==> src/rtl/dcache_pkg.sv <==
// rtl/dcache_pkg.sv - shared definitions for the data cache and store buffer
package dcache_pkg;

    localparam int SB_NUM_ENTRIES = 4;
    localparam int DC_NUM_LINES   = 4;
    localparam int DC_LINE_BITS   = 128;

    typedef enum logic [1:0] {
        ST_IDLE  = 2'd0,
        ST_EVICT = 2'd1,
        ST_FILL  = 2'd2
    } state_t;

    typedef enum logic [1:0] {
        WR_NONE = 2'd0,
        WR_WORD = 2'd1,
        WR_BYTE = 2'd2,
        WR_LINE = 2'd3
    } wr_kind_t;

endpackage

==> src/rtl/dcache_array.sv <==
// rtl/dcache_array.sv - tag/valid/dirty/data storage, combinational read, synchronous write
module dcache_array
    import dcache_pkg::*;
#(
    parameter int NUM_LINES = DC_NUM_LINES,
    parameter int LINE_BITS = DC_LINE_BITS,
    parameter int IDX_BITS  = $clog2(DC_NUM_LINES),
    parameter int TAG_BITS  = 28 - $clog2(DC_NUM_LINES)
) (
    input  logic                 clk,
    input  logic                 reset,
    input  logic [IDX_BITS-1:0]  rd_index,
    output logic                 rd_valid,
    output logic                 rd_dirty,
    output logic [TAG_BITS-1:0]  rd_tag,
    output logic [LINE_BITS-1:0] rd_line,
    input  wr_kind_t             wr_kind,
    input  logic [IDX_BITS-1:0]  wr_index,
    input  logic [1:0]           wr_word,
    input  logic [1:0]           wr_offset,
    input  logic [31:0]          wr_data,
    input  logic [TAG_BITS-1:0]  wr_tag,
    input  logic [LINE_BITS-1:0] wr_line
);

    logic [NUM_LINES-1:0] valid_q;
    logic [NUM_LINES-1:0] dirty_q;
    logic [TAG_BITS-1:0]  tag_q  [NUM_LINES];
    logic [LINE_BITS-1:0] data_q [NUM_LINES];

    assign rd_valid = valid_q[rd_index];
    assign rd_dirty = dirty_q[rd_index];
    assign rd_tag   = tag_q[rd_index];
    assign rd_line  = data_q[rd_index];

    always_ff @(posedge clk) begin
        if (reset) begin
            valid_q <= '0;
            dirty_q <= '0;
        end else if (wr_kind == WR_LINE) begin
            valid_q[wr_index] <= 1'b1;
            dirty_q[wr_index] <= 1'b0;
        end else if (wr_kind != WR_NONE) begin
            dirty_q[wr_index] <= 1'b1;
        end
    end

    // Tag and data storage are deliberately left out of reset; valid gates them.
    always_ff @(posedge clk) begin
        if (wr_kind == WR_LINE) begin
            data_q[wr_index] <= wr_line;
            tag_q[wr_index]  <= wr_tag;
        end else if (wr_kind == WR_WORD) begin
            data_q[wr_index][{wr_word, 5'b0} +: 32] <= wr_data;
        end else if (wr_kind == WR_BYTE) begin
            data_q[wr_index][{wr_word, wr_offset, 3'b0} +: 8] <= wr_data[7:0];
        end
    end

endmodule

==> src/rtl/dcache.sv <==
// rtl/dcache.sv - direct-mapped write-back data cache with IDLE/EVICT/FILL miss FSM
module dcache
    import dcache_pkg::*;
#(
    parameter int NUM_LINES = DC_NUM_LINES,
    parameter int LINE_BITS = DC_LINE_BITS
) (
    input  logic                 clk,
    input  logic                 reset,
    input  logic                 req_load,
    input  logic                 req_store,
    input  logic [31:0]          addr,
    input  logic [31:0]          wdata,
    input  logic                 is_byte,
    output logic [31:0]          rdata,
    output logic                 stall,
    output logic                 mem_req,
    output logic                 mem_we,
    output logic [31:0]          mem_addr,
    output logic [LINE_BITS-1:0] mem_wdata,
    input  logic                 mem_ready,
    input  logic [LINE_BITS-1:0] mem_rdata
);

    localparam int IDX_BITS = $clog2(NUM_LINES);
    localparam int TAG_BITS = 28 - IDX_BITS;

    state_t                state, state_next;
    logic [27:0]           miss_line;
    logic [IDX_BITS-1:0]   addr_idx, miss_idx, rd_index, wr_index;
    logic [TAG_BITS-1:0]   addr_tag, miss_tag, rd_tag;
    logic                  rd_valid, rd_dirty;
    logic [LINE_BITS-1:0]  rd_line;
    wr_kind_t              wr_kind;
    logic                  active, hit;
    logic [31:0]           hit_word;

    assign addr_idx = addr[4 +: IDX_BITS];
    assign addr_tag = addr[31 -: TAG_BITS];
    assign miss_idx = miss_line[IDX_BITS-1:0];
    assign miss_tag = miss_line[27 -: TAG_BITS];

    // Once a miss is in flight the array is addressed only by the latched line.
    assign rd_index = (state == ST_IDLE) ? addr_idx : miss_idx;

    assign active   = req_load | req_store;
    assign hit      = (state == ST_IDLE) && rd_valid && (rd_tag == addr_tag);
    assign stall    = (active && !hit) || (state != ST_IDLE) || (req_load && req_store);
    assign hit_word = rd_line[{addr[3:2], 5'b0} +: 32];

    always_comb begin
        rdata = '0;
        if (req_load && hit) begin
            rdata = is_byte ? {24'b0, hit_word[{addr[1:0], 3'b0} +: 8]} : hit_word;
        end
    end

    always_ff @(posedge clk) begin
        if (reset) begin
            state <= ST_IDLE;
        end else begin
            state <= state_next;
        end
    end

    always_ff @(posedge clk) begin
        if (state == ST_IDLE && active && !hit) begin
            miss_line <= addr[31:4];
        end
    end

    always_comb begin
        state_next = state;
        mem_req    = 1'b0;
        mem_we     = 1'b0;
        mem_addr   = '0;
        mem_wdata  = '0;
        case (state)
            ST_IDLE: begin
                if (active && !hit) begin
                    state_next = (rd_valid && rd_dirty) ? ST_EVICT : ST_FILL;
                end
            end
            ST_EVICT: begin
                mem_req   = 1'b1;
                mem_we    = 1'b1;
                mem_addr  = {rd_tag, miss_idx, 4'b0};
                mem_wdata = rd_line;
                if (mem_ready) state_next = ST_FILL;
            end
            ST_FILL: begin
                mem_req  = 1'b1;
                mem_addr = {miss_tag, miss_idx, 4'b0};
                if (mem_ready) state_next = ST_IDLE;
            end
            default: state_next = ST_IDLE;
        endcase
    end

    // A store shares the cycle with a load only by waiting; the load wins.
    always_comb begin
        wr_kind  = WR_NONE;
        wr_index = addr_idx;
        if (state == ST_FILL && mem_ready) begin
            wr_kind  = WR_LINE;
            wr_index = miss_idx;
        end else if (req_store && !req_load && hit) begin
            wr_kind = is_byte ? WR_BYTE : WR_WORD;
        end
    end

    dcache_array #(
        .NUM_LINES (NUM_LINES),
        .LINE_BITS (LINE_BITS),
        .IDX_BITS  (IDX_BITS),
        .TAG_BITS  (TAG_BITS)
    ) u_array (
        .clk       (clk),
        .reset     (reset),
        .rd_index  (rd_index),
        .rd_valid  (rd_valid),
        .rd_dirty  (rd_dirty),
        .rd_tag    (rd_tag),
        .rd_line   (rd_line),
        .wr_kind   (wr_kind),
        .wr_index  (wr_index),
        .wr_word   (addr[3:2]),
        .wr_offset (addr[1:0]),
        .wr_data   (wdata),
        .wr_tag    (miss_tag),
        .wr_line   (mem_rdata)
    );

endmodule

==> config.mk <==
export PLATFORM = sky130hd
export DESIGN_NAME = dcache
export DESIGN_NICKNAME = d
export VERILOG_FILES = /design/src/rtl/dcache_pkg.sv /design/src/rtl/dcache_array.sv /design/src/rtl/dcache.sv
export SDC_FILE = /design/constraint.sdc
export NUM_CORES = 1
export LEC_CHECK = 0
export BUFFER_PORTS_ARGS = -buffer_cell sky130_fd_sc_hd__buf_2
export CAP_MARGIN = 20
export CORE_ASPECT_RATIO = 0.75
export CORE_MARGIN = 3
export CORE_UTILIZATION = 46
export CTS_BUF_LIST = sky130_fd_sc_hd__clkbuf_2 sky130_fd_sc_hd__clkbuf_4 sky130_fd_sc_hd__clkbuf_8
export DETAILED_ROUTE_END_ITERATION = 8
export PLACE_DENSITY = 0.66
export SYNTH_ARGS = -nofsm -noshare
export SYNTH_HDL_FRONTEND = slang
export SYNTH_SLANG_ARGS = --single-unit
==> constraint.sdc <==
create_clock -name clk -period 6.4 [get_ports clk]
set_input_delay 0.32 -clock clk [delete_from_list [all_inputs] [get_ports clk]]
set_output_delay 0.32 -clock clk [all_outputs]
set_load 0.03 [all_outputs]
After elaboration in Yosys (flattened, before gate mapping)
Memory sizes are Yosys's and may differ from the RTL's.
Cells that the tools add are included.
W data, S select, Z words.
Cells by class
  equal/unequal tests: 9
  $lt $le $gt $ge: 3
  multiplexer cells: 289
  reductions and logical operators: 22
  add/subtract/negate cells: 2
  div/mod/pow operators: 0
  shift operators: 6
  $mul: 0
  bitwise gates (word level): 261
Operators by type and width (number)
  $mux W128: 3
  $mux W1: 268
  $or A1 B1 Y1: 257
  $shift A32 B9 Y128 const A: 1
  $shift A8 B9 Y128 const A: 1
  $shiftx A128 B8 Y32: 1
  $shiftx A32 B9 Y128: 1
  $shiftx A8 B9 Y128: 1
  $mux W32: 2
  $pmux W32 S2: 1
  $shiftx A32 B6 Y8: 1
  $eq A26 B26 Y1: 1
  $mux W2: 9
  $neg A7 Y9: 2
  $logic_and A1 B1 Y1: 12
  $mux W4: 2
  $or A4 B4 Y4: 2
  $eq A2 B2 Y1 const B: 3
  $lt A2 B3 Y1 const B: 2
  $pmux W2 S3: 1
  $reduce_bool A2 Y1: 3
  $and A4 B4 Y4: 1
  $bmux W1 S2: 2
  $eq A2 B1 Y1 const B: 2
  other kinds (10): 13
Storage, ports and cells
  memories: 2
  input bits: 198
  memory bits (read-only): 0
  output and inout port bits: 195
  RAM bits: 616
  latch bits: 0
  flip-flop bits (word level): 38
Memory list
  u_array.data_q: depth 4, width 128, rd ports 1, clocked after memory_dff 0, wr ports 1, line dcache_array.sv:29  | logic [LINE_BITS-1:0] data_q [NUM_LINES];
  u_array.tag_q: depth 4, width 26, rd ports 1, clocked after memory_dff 0, wr ports 1, line dcache_array.sv:28  | logic [TAG_BITS-1:0] tag_q [NUM_LINES];

Logic depth before layout (Yosys ltp)
  word-level depth: 15
  depth in mapped cells: 18

Hierarchy
Synthesis repeated with hierarchy kept, for this count alone.
Unflattened totals
  cells, all modules: 1729
  area total of the unflattened synthesis: 29637.2 µm²
By module, submodules not included
  dcache_array: sequential area each 18657.9 µm², area an instance 25668.4 µm², times used 1, cells an instance 1305
  dcache: sequential area each 880.8 µm², area an instance 3968.8 µm², times used 1, cells an instance 424

Least setup slack after synthesis
No wires, ideal clock.
  kind: register -> register
  start: register miss_line[0]
  end: memory u_array.data_q[0][104] (netlist bit), enable pin
  buffers on the path: 3
  clock period less this slack: 4293 ps
  setup slack: 2107 ps
  arrival time: 3922 ps
  library setup time: 370 ps
  cell stages (with the launch flop): 7
  path through: edfxtp_1 > buf_2 > buf_2 > nor3_1 > a21oi_1 > clkbuf_1 > nor2_1
On the way
  cells in the longest elaborated chain, start to end: 14
  elaborated cells on any way between the ends: 25
RTL lines
  from (decl): line dcache.sv:29  | logic [27:0] miss_line;
  from (signal assigned): line dcache.sv:68  | miss_line <= addr[31:4];
  parallel branches: the longest is 14 deep, another holds $mem_v2 Z4 W26
  to (decl): line dcache_array.sv:29
Several ways; the timed one is not identified. The select of a mux whose other input is x is not followed.

Worst setup path in the final report
  start: register state[0]
  end: output port rdata[13]
On the way
  cells in the longest elaborated chain, start to end: 8
  elaborated cells on any way between the ends: 13
RTL lines
  from (decl): line dcache.sv:28  | state_t state, state_next;
  from (signal assigned): line dcache.sv:62  | state <= state_next;
  $logic_not A2 Y1 *: line dcache.sv:44, dcache.sv:47
  parallel branches: the longest is 6 deep, another holds $mem_v2 Z4 W128
  $mux W32 *: line dcache.sv:53  | if (req_load && hit) begin
  to (decl): line dcache.sv:15  | output logic [31:0] rdata,
Mark *: on every way between the ends. The select of a mux whose other input is x is not followed.

==> key figures <==
Status
  • Outcome: finished clean

Floorplanning
  • Die Span Y: 235 um
  • Starting Density: 0.468
  • Die ar.: 73,300 um2
  • Die width: 312 um
  • Rows: 83
  • Core area: 68,900 um2
  • I/O pin total: 393

Power and ir drop
  • Leakage: 13.7 nW
  • Peak supply drop: 0.218 mV
  • P per Cell Area: 352 nW/um2
  • Total power: 13.3 mW

Setup path
  • Worst reg-to-reg path cell count: 15
  • Arr. time, crit path: 5870 ps
  • Kind of critical path: flip-flop to primary output
  • Reg2reg end: u_array.data_q[1][9]$_DFFE_PP_
  • Reg2reg start: state[0]$_SDFFE_PP0P_
  • R2R Setup Slk: 860 ps
  • Crit. End Element: primary output
  • Worst-path maximum fanout: 15
  • Req. time, crit path: 6080 ps
  • Crit path launch type: flip-flop

STA
  • Worst rel slew slack: 0.218
  • Unrepaired setup endpoints after global routing: no
  • Period Utilization, post-route: 0.967
  • Final Hold Fails: 0
  • Crit path time final: 6190 ps
  • Maximum clock rate: 0.162 GHz
  • Worst Clk Skew: 47.4 ps
  • Endpoints failing setup: 0
  • Final Max Tran Viols: 0
  • Worst Tran Pin Value: 1170 ps
  • Setup TNS: 0 ps

Logic synthesis
  • Cells after Synth: 2,226
  • Post-synth top cells: 644 x edfxtp_1, 161 x mux4_2, 138 x nor2_1
  • Yosys cell types: 84
  • Syn Area/Cell: 14.5 um2
  • Biggest area consumer among synthesized cells: edfxtp_1
  • Count leader, synth: edfxtp_1
  • Main synth FF type: edfxtp_1
  • Post-synth ARST share: 0
  • Synth Area in XOR/XNOR: 0.00489
  • Largest family of logic cells by synthesized area: multiplexers
  • Post-synthesis compound-gate area fraction: 0.101
  • Area contributors post-synth: edfxtp_1 60%, mux4_2 11%, and2_1 2.6%
  • Adder-cell share of the synthesized area: 0.00427
  • Mapped cell area: 32,200 um2
  • Register bit total from synthesis: 654
  • Synth top area share: 0.600
  • Number of synthesized flops with an enable pin: 644
  • Sequential area share after synthesis: 0.606
  • Simple-gate share of the synthesized area: 0.118
  • Synthesis Warnings: 0
  • Post-synthesis mux area share: 0.134

Drt
  • DRC violations left: 0
  • Final WL: 114 mm
  • Drt first pass iters: 6
  • Antenna Nets Post-Route: 0
  • Vias: 23,800
  • Routed len/inst: 30.6 um
  • Drt via density: 6.42
  • Initial DRC count: 3,394

Clock tree
  • Post-CTS setup buffer count: 0
  • CTS tree: yes
  • Clock latency on the worst-skew pair: 730 ps
  • Clk buf depth: 3
  • H-tree depth: 3
  • CTS Sinks: 654
  • Num CTS Buffers: 98
  • Clock-pin slew on the worst setup and hold paths: 60 ps
  • Root buffer cell: clkbuf_8

Global routing
  • Largest net degree at the start of global routing: 86
  • Total gr overflow: 0
  • GR Util All Layers: 0.303
  • Initial antenna violation count: 11
  • First-pass GRT wire length: 162 mm
  • Vias in the first global route: 23,200

Hold path
  • WHS Path Cells: 3
  • Hold EP: u_array.data_q[0][100]$_DFFE_PP_
  • Worst hold path class: input port to flip-flop
  • Hold_sp: mem_rdata[100]

Placement
  • Count of port buffers added during placement: 388
  • Dpl hpwl: 81.5 mm
  • RD Place Congestion: 0.936

Flow run
  • MaxCap Viol Count: 0

Layout
  • Register area: 19,500 um2
  • Area Overhead vs Synth: 17.5%
  • Share of cells above drive strength 1: 0.325
  • Layout filler cell count: 5,636
  • Final Net Count: 2,898
  • Multi-input logic area: 11,800 um2
==> metrics by stage <==
step           hold slack [ps]  utilization  instance area (um2)  instances  worst slack (ps)
2_1_floorplan              419            -                32200       2229              2110
4_1_cts                   41.0        0.549                37800       3699              63.7
6_report                  92.4        0.550                37900       3708               210
3_5_place_dp               459        0.516                35500       3492               721
5_1_grt                   84.0        0.550                37900       3707              37.5
3_3_place_gp               452        0.515                35500       3490               748
==> registers in the layout, summed over array words and instances (netlist names), named ones only <==
name / cells
u_array.tag_q: 104
u_array.valid_q: 4
miss_line: 28
state: 2
u_array.data_q: 512
==> placed cells by master (no fill, tap or decap), types with 22 or more instances in the layout <==
master and instances:
edfxtp_1 644, buf_2 388, mux4_2 161, nor2_1 136
and2_1 135, buf_4 121, clkbuf_8 99, nand3_1 87
nand2_1 84, mux2i_1 64, nor2b_1 64, and3_1 52
a21oi_1 50, o41ai_1 46, a22oi_1 45, o211ai_1 43
clkbuf_4 37, o21a_1 34, inv_1 32, a211oi_1 30
dlygate4sd3_1 30, nand2b_1 26, o22ai_1 26, nor3_1 24
clkinv_1 23, o21ai_0 22
==> layout make-up <==
cell class                      count  area share
Inverter                           35     0.00347
Tap cell                          935      0.0309
Clock inverter                     41     0.00852
Antenna cell                        7    0.000463
Clock buffer                      136      0.0433
Multi-Input combinational cell   1354       0.310
Sequential cell                   654       0.516
Timing Repair Buffer              546      0.0870
==> per-layer routing <==
layer | wire, um | track usage | share of wire | vias up
met5 | 41 | 0 | 0.00036 | -
met1 | 45100 | 0.435 | 0.40 | 12000
met3 | 15300 | 0.0990 | 0.13 | 237
met4 | 3810 | 0.0992 | 0.034 | 6
li1 | - | - | - | 9753
met2 | 49300 | 0.436 | 0.43 | 1784
==> where the power goes <==
part / leakage (nW) / internal (mW) / switching, mW
logic: 6.76 / 1.71 / 2.89
clock network: 1.03 / 1.83 / 1.66
registers: 5.92 / 5.13 / 0.136
==> cells by family after synthesis <==
family | Yosys count
and+or+nand+nor | 674
adders and majority gates | 11
buffers and inverters | 221
muxes | 229
xor gates and xnor gates | 18
DFF | 654
other | 1
AOI/OAI and AO/OA | 418
==> repair_timing <==
item                                    4_1_cts  5_1_grt
resized for setup                             1        1
endpoints found under the hold margin        38        0
hold buffers                                 30        0
endpoints found under the setup margin        1        1
==> worst max-delay path by stage <==
stage | startpoint | endpoint | slack, ps | depth (start not counted)
after floorplan | miss_line[0]$_DFFE_PP_ | u_array.data_q[0][104]$_DFFE_PP_ | 2110 | 6
after global placement | state[1]$_SDFFE_PP0P_ | rdata[7] | 750 | 14
after detailed placement | state[1]$_SDFFE_PP0P_ | rdata[7] | 720 | 14
after CTS | state[0]$_SDFFE_PP0P_ | rdata[7] | 60 | 11
after global routing | state[0]$_SDFFE_PP0P_ | rdata[8] | 40 | 14
final | state[0]$_SDFFE_PP0P_ | rdata[13] | 210 | 14
==> critical path, cell delays in order (launching register included) <==
cell	delay, ps
dfxtp_1	440
inv_1	100
ha_1	260
buf_4	210
mux2_1	790
buf_4	290
nand2b_1	90
a21oi_1	200
nor3_1	160
a2111oi_2	560
and4_1	540
nand3_2	120
or2_1	560
nor2b_1	530
buf_2	290
No activity file was read; power rests on OpenSTA's default activity.
